File: config.mk
export PLATFORM = sky130hd
export DESIGN_NAME = tdc_uart_tx
export DESIGN_NICKNAME = d
export VERILOG_FILES = /design/src/rtl/tdc_uart_tx.sv
export SDC_FILE = /design/constraint.sdc
export NUM_CORES = 1
export LEC_CHECK = 0
export CAP_MARGIN = 15
export CORE_ASPECT_RATIO = 1.5
export CORE_MARGIN = 8
export CORE_UTILIZATION = 35
export CTS_CLUSTER_DIAMETER = 50
export DETAILED_ROUTE_END_ITERATION = 10
export DONT_BUFFER_PORTS = 1
export GPL_TIMING_DRIVEN = 0
export PLACE_DENSITY_LB_ADDON = 0.08
export REMOVE_ABC_BUFFERS = 1
export SLEW_MARGIN = 0
export SYNTH_ARGS = -nofsm -noshare
export SYNTH_HDL_FRONTEND = slang
export SYNTH_SLANG_ARGS = --single-unit
File: constraint.sdc
create_clock -name clk -period 3.4 [get_ports clk]
set_input_delay 0.68 -clock clk [delete_from_list [all_inputs] [get_ports clk]]
set_output_delay 0.68 -clock clk [all_outputs]
set_load 0.1 [all_outputs]
File: src/rtl/tdc_uart_tx.sv
// tdc_uart_tx: serialises a TDC stage-delay snapshot as one UART frame.
// Frame: start, 8 data bits LSB first, optional even parity, one stop.
module tdc_uart_tx #(
  parameter int CLKS_PER_BIT = 16,
  parameter int NUM_STAGES   = 5,
  parameter bit PARITY_EN    = 1'b0
) (
  input  logic                  clk,
  input  logic                  reset,
  input  logic                  start,
  input  logic [NUM_STAGES-1:0] stage_delays,
  output logic                  tx,
  output logic                  busy,
  output logic                  done
);

  localparam int CW = (CLKS_PER_BIT > 1) ? $clog2(CLKS_PER_BIT) : 1;
  localparam logic [CW-1:0] CNT_LAST = CW'(CLKS_PER_BIT - 1);

  typedef enum logic [2:0] {
    IDLE,
    START,
    DATA,
    PARITY,
    STOP
  } state_t;

  state_t        state, state_n;
  logic [CW-1:0] cnt, cnt_n;
  logic [2:0]    idx, idx_n;
  logic [7:0]    shreg, shreg_n;
  logic          par, par_n;
  logic          tx_n, busy_n, done_n;
  logic          last;
  logic [7:0]    byte_in;

  assign last    = (cnt == CNT_LAST);
  assign byte_in = 8'(stage_delays);

  // Next-state, datapath and registered-output values for the frame
  always_comb begin
    state_n = state;
    cnt_n   = last ? '0 : cnt + 1'b1;
    idx_n   = idx;
    shreg_n = shreg;
    par_n   = par;
    tx_n    = tx;
    busy_n  = busy;
    done_n  = 1'b0;
    unique case (state)
      IDLE: begin
        cnt_n = '0;
        tx_n  = 1'b1;
        if (start) begin
          state_n = START;
          busy_n  = 1'b1;
          tx_n    = 1'b0;
          idx_n   = 3'd0;
          shreg_n = byte_in;
          par_n   = ^byte_in;
        end
      end
      START: begin
        if (last) begin
          state_n = DATA;
          cnt_n   = '0;
          tx_n    = shreg[0];
        end
      end
      DATA: begin
        if (last) begin
          cnt_n = '0;
          if (idx == 3'd7) begin
            idx_n = 3'd0;
            if (PARITY_EN) begin
              state_n = PARITY;
              tx_n    = par;
            end else begin
              state_n = STOP;
              tx_n    = 1'b1;
            end
          end else begin
            idx_n   = idx + 3'd1;
            shreg_n = {1'b0, shreg[7:1]};
            tx_n    = shreg[1];
          end
        end
      end
      PARITY: begin
        if (last) begin
          state_n = STOP;
          cnt_n   = '0;
          tx_n    = 1'b1;
        end
      end
      STOP: begin
        if (last) begin
          state_n = IDLE;
          cnt_n   = '0;
          tx_n    = 1'b1;
          busy_n  = 1'b0;
          done_n  = 1'b1;
        end
      end
      default: begin
        state_n = IDLE;
        cnt_n   = '0;
        tx_n    = 1'b1;
        busy_n  = 1'b0;
      end
    endcase
  end

  // State, counters and line outputs; reset aborts any frame in flight
  always_ff @(posedge clk) begin
    if (!reset) begin
      state <= IDLE;
      cnt   <= '0;
      idx   <= 3'd0;
      shreg <= 8'd0;
      par   <= 1'b0;
      tx    <= 1'b1;
      busy  <= 1'b0;
      done  <= 1'b0;
    end else begin
      state <= state_n;
      cnt   <= cnt_n;
      idx   <= idx_n;
      shreg <= shreg_n;
      par   <= par_n;
      tx    <= tx_n;
      busy  <= busy_n;
      done  <= done_n;
    end
  end

endmodule

; ---- Word level (Yosys, flattened, before mapping)
; Cells that the tools add are included.
[totals]
register_bits = 21
in_bits = 8
out_inout_bits = 3
word_cells = 63
[classes]
add_sub_neg = 2
n_eq_ne = 14
muxes = 25
bitwise = 3
reduce_logical = 12
[ops]
columns = cell, n
row1 = two-way mux 3 bit, 9
row2 = two-way mux 8 bit, 3
row3 = one-hot mux 8 bit (2 select lines), 1
row4 = one-hot mux 3 bit (5 select lines), 1
row5 = != test 2 bit (second input constant), 7
row6 = AND reduction 3 bit, 3
row7 = two-way mux 1 bit, 8
row8 = equality test 3 x 2 -> 1 bit (second input constant), 2
row9 = equality test 3 bit (second input constant), 2
row10 = one-hot mux 3 bit (2 select lines), 1
row11 = AND reduction 6 bit, 1
row12 = OR reduction 3 bit, 2
row13 = adder 4 x 1 -> 4 bit (second input constant), 1
row14 = equality test 4 bit (second input constant), 1
row15 = one-hot mux 1 bit (4 select lines), 1
row16 = AND reduction 4 bit, 1
row17 = OR reduction 4 bit, 1
row18 = adder 3 x 1 -> 3 bit (second input constant), 1
row19 = equality test 3 x 1 -> 1 bit (second input constant), 1
row20 = zero test 3 bit, 1
row21 = inverter 1 bit, 3
row22 = one-hot mux 1 bit (3 select lines), 1
row23 = != test 2 x 1 -> 1 bit (second input constant), 1
row24 = AND reduction 2 bit, 1
row25 = 2 further kinds, 2

; ---- Longest topological paths before layout
[depth]
word_depth = 4
ltp_mapped = 6
mapped_depth_nobuf = 5

; ---- Worst setup path after synthesis
; OpenSTA, ideal clock, no wires.
[synth_timing]
path_type = reg-to-output
startpoint = register tx
endpoint = output port tx
t_arrival_ns = 0.925
path_slack_ns = 1.795
stages_incl_launch_ff = 1
n_path_buf = 0
cell_sequence = dfxtp_1
[synth_lines]
columns = item, line
row1 = start: declaration, 12  ; output logic tx,
row2 = start signal: assignment, 131  ; tx <= tx_n;
; No word-level cell between the ends.

; ---- Final worst setup path
[layout_timing]
startpoint = register busy
endpoint = output port busy
[layout_lines]
columns = item, line
row1 = start: declaration, 13  ; output logic busy,
row2 = start signal: assignment, 132  ; busy <= busy_n;
; No word-level cell between the ends.

==> flow_metrics.tcl <==
set metrics [dict create \
    synth_top_family_by_area "simple AND/OR/NAND/NOR gates" \
    pwr-share-seq 0.599 \
    synthArstFlopShare 0 \
    holdPathStages 1 \
    portBuffers 0 \
    totalWireLength_um 1830 \
    clock_latency_ps 290 \
    routabilityCongestion 0.653 \
    p_leak_uw 0.000336 \
    power_density_mw_per_mm2 434 \
    syn_area_um2 903 \
    clkPwrFrac 0.334 \
    cts-root-buf "clkbuf_4" \
    synth_commonest_cells "dfxtp_1 (18), a211oi_1 (9), a21oi_1 (8)" \
    track_usage 0.0853 \
    synth_seq_cells 18 \
    drc_errors 0 \
    timing.rr.start "idx[0]" \
    grt_pass1_vias 676 \
    crit_start "busy" \
    diodes 0 \
    combPwrFrac 0.067 \
    peakVddDrop_mv 0.235 \
    drtIter0Drc 32 \
    critical_path_required_ps 2720 \
    path_depth 0 \
    cp_data_arrival_time_ps 1270 \
    htreeDepth 1 \
    drive_above_1_share 0.0761 \
    final_cell_count_no_fill 116 \
    cts_sinks 18 \
    dp_cells 112 \
    ant_nets 0 \
    synth-edff-count 0 \
    rows 22 \
    startpoint_type "register" \
    initial_utilization 0.369 \
    dieArea_mm2 0.00450 \
    ys_warn_count 0 \
    grt_start_max_net_pins 15 \
    wl_per_cell_um 15.8 \
    fill_cells 262 \
    yosysTopAreaCell "dfxtp_1" \
    internal_power_uw 298 \
    reg2reg_setup_slack_ps 1700 \
    min_from "cnt[0]" \
    finalCritPeriodShare 0.574 \
    synth_cells 94 \
    crit_fanout 2 \
    drv_slew 0 \
    period_minus_slack_ps 1950 \
    skew_ps 5.01 \
    nets 104 \
    post-route-util 0.382 \
    syn2layout_area_growth_pct 3.60 \
    max_cap_violations 0 \
    power.net_switching_uw 109 \
    first_pass_iters 4 \
    synthMuxAreaShare 0.0776 \
    ios 11 \
    dr_total_vias 670 \
    synth_xor_area_frac 0.0194 \
    antenna_found_initial 0 \
    worst_pin_slew_ps 976 \
    yosysMostFrequentCell "dfxtp_1" \
    grt_overflow_total 0 \
    grt_pass1_wl_um 3060 \
    reg2reg_to "shreg[0]" \
    yosysSeqAreaShare 0.399 \
    synth.avg_cell_area_um2 9.61 \
    coreArea_mm2 0.00245 \
    synth-adder-area-share 0.0416 \
    min_path_type "reg -> reg" \
    viasPerCell 5.78 \
    post-dp-hpwl_um 1340 \
    rsz0062_at_grt "no" \
    ys.flop_type "dfxtp_1" \
    clk_pin_slew_worst_paths_ps 110 \
    ctsHoldBuffers 0 \
    clock_path_buffers 2 \
    slew_headroom 0.348 \
    status "finished clean" \
    finalHoldWorstSlack_ps 459 \
    cts_tree "built" \
    post_cts_resized 0 \
    swShare 0.268 \
    rr_worst_depth 5 \
    synthSimpleGateAreaFrac 0.222 \
    die_w_um 57.5 \
    fmax_mhz 512 \
    endpoint_kind "output port" \
    cts_buffers 3 \
    yosys-top-cells-area "dfxtp_1 (40%), mux2i_1 (7.8%), a211oi_1 (7.5%)" \
    yosys.cell_types.count 29 \
    crit_end "busy" \
    worstSetupPathType "reg -> out" \
    die_h_um 78.2 \
    synth_compound_area_frac 0.187 \
    setup_viol_count_final 0 \
    fin_setup_tns_ps 0 \
    hold_viol 0 \
    postCtsSetupRepairBufs 0 \
    synth_top_area_frac 0.399 \
]
layout by cell type, fill, tap and decap left out:
master    instances
dfxtp_1          18
or3b_1            1
and3_1            2
nand3b_1          1
nor2_1            6
a21oi_1           8
ha_1              3
clkinv_1          1
nor3b_4           1
o21bai_1          1
nand2_1           4
o21ai_0           4
xnor2_1           1
nor4b_4           2
and4_1            1
a21o_1            1
nor3_1            1
nor4bb_1          1
a211o_1           3
nand3_1           6
nand2b_1          1
xor2_1            1
a211oi_1          9
clkbuf_8          1
clkbuf_4          3
inv_1             3
mux2i_1           7
or4_1             1
per-stage QoR:
stage	total power (uW)	worst slack, ps	cell area (um^2)
6_report	406	1450	936
5_1_grt	428	1390	936
4_1_cts	414	1430	936
3_5_place_dp	276	1710	900
3_3_place_gp	276	1710	900
2_1_floorplan	269	1800	870
worst min-delay path by stage:
stage | endpoint | slack, ps
floorplan | cnt[0] | 420
global placement | cnt[0] | 430
detailed placement | cnt[0] | 440
CTS | cnt[0] | 460
global route | cnt[0] | 500
finish | cnt[0] | 460
state kept, by name (all words and copies together), names as in the netlist:
register and count:
done 1, idx 3, cnt 4, busy 1
tx 1, shreg 5, state 3
logic make-up after synthesis:
logic type / Yosys count
DFF: 18
buffers and inverters: 10
and+or+nand+nor: 28
muxes: 7
AOI/OAI and AO/OA: 26
xor gates and xnor gates: 2
adders and majority gates: 3
area by class of cell:
cell class                 count  area (um^2)  share of cell area
tap                           24         30.0              0.0321
multi-input combinational     66          494               0.528
clock buffer                   4         36.3              0.0388
sequential                    18          360               0.385
inverter                       4         15.0              0.0160
per-layer routing:
layer / wire, um / vias to the layer above / part of all wire / track usage
met4: 23 / 0 / 0.013 / 0.0378
met1: 796 / 320 / 0.44 / 0.0953
met3: 36 / 2 / 0.020 / 0.0147
met5: 0 / - / 0 / 0
li1: - / 342 / - / -
met2: 970 / 6 / 0.53 / 0.152
power by group through the flow:
stage | clock network [uW] | logic, uW | registers (uW)
6_report | 136 | 27.3 | 243
5_1_grt | 152 | 31.1 | 245
4_1_cts | 142 | 28.1 | 244
3_5_place_dp | 0 | 27.9 | 249
3_3_place_gp | 0 | 27.5 | 248
2_1_floorplan | 0 | 23.2 | 246
No activity file was read; power rests on OpenSTA's default activity.
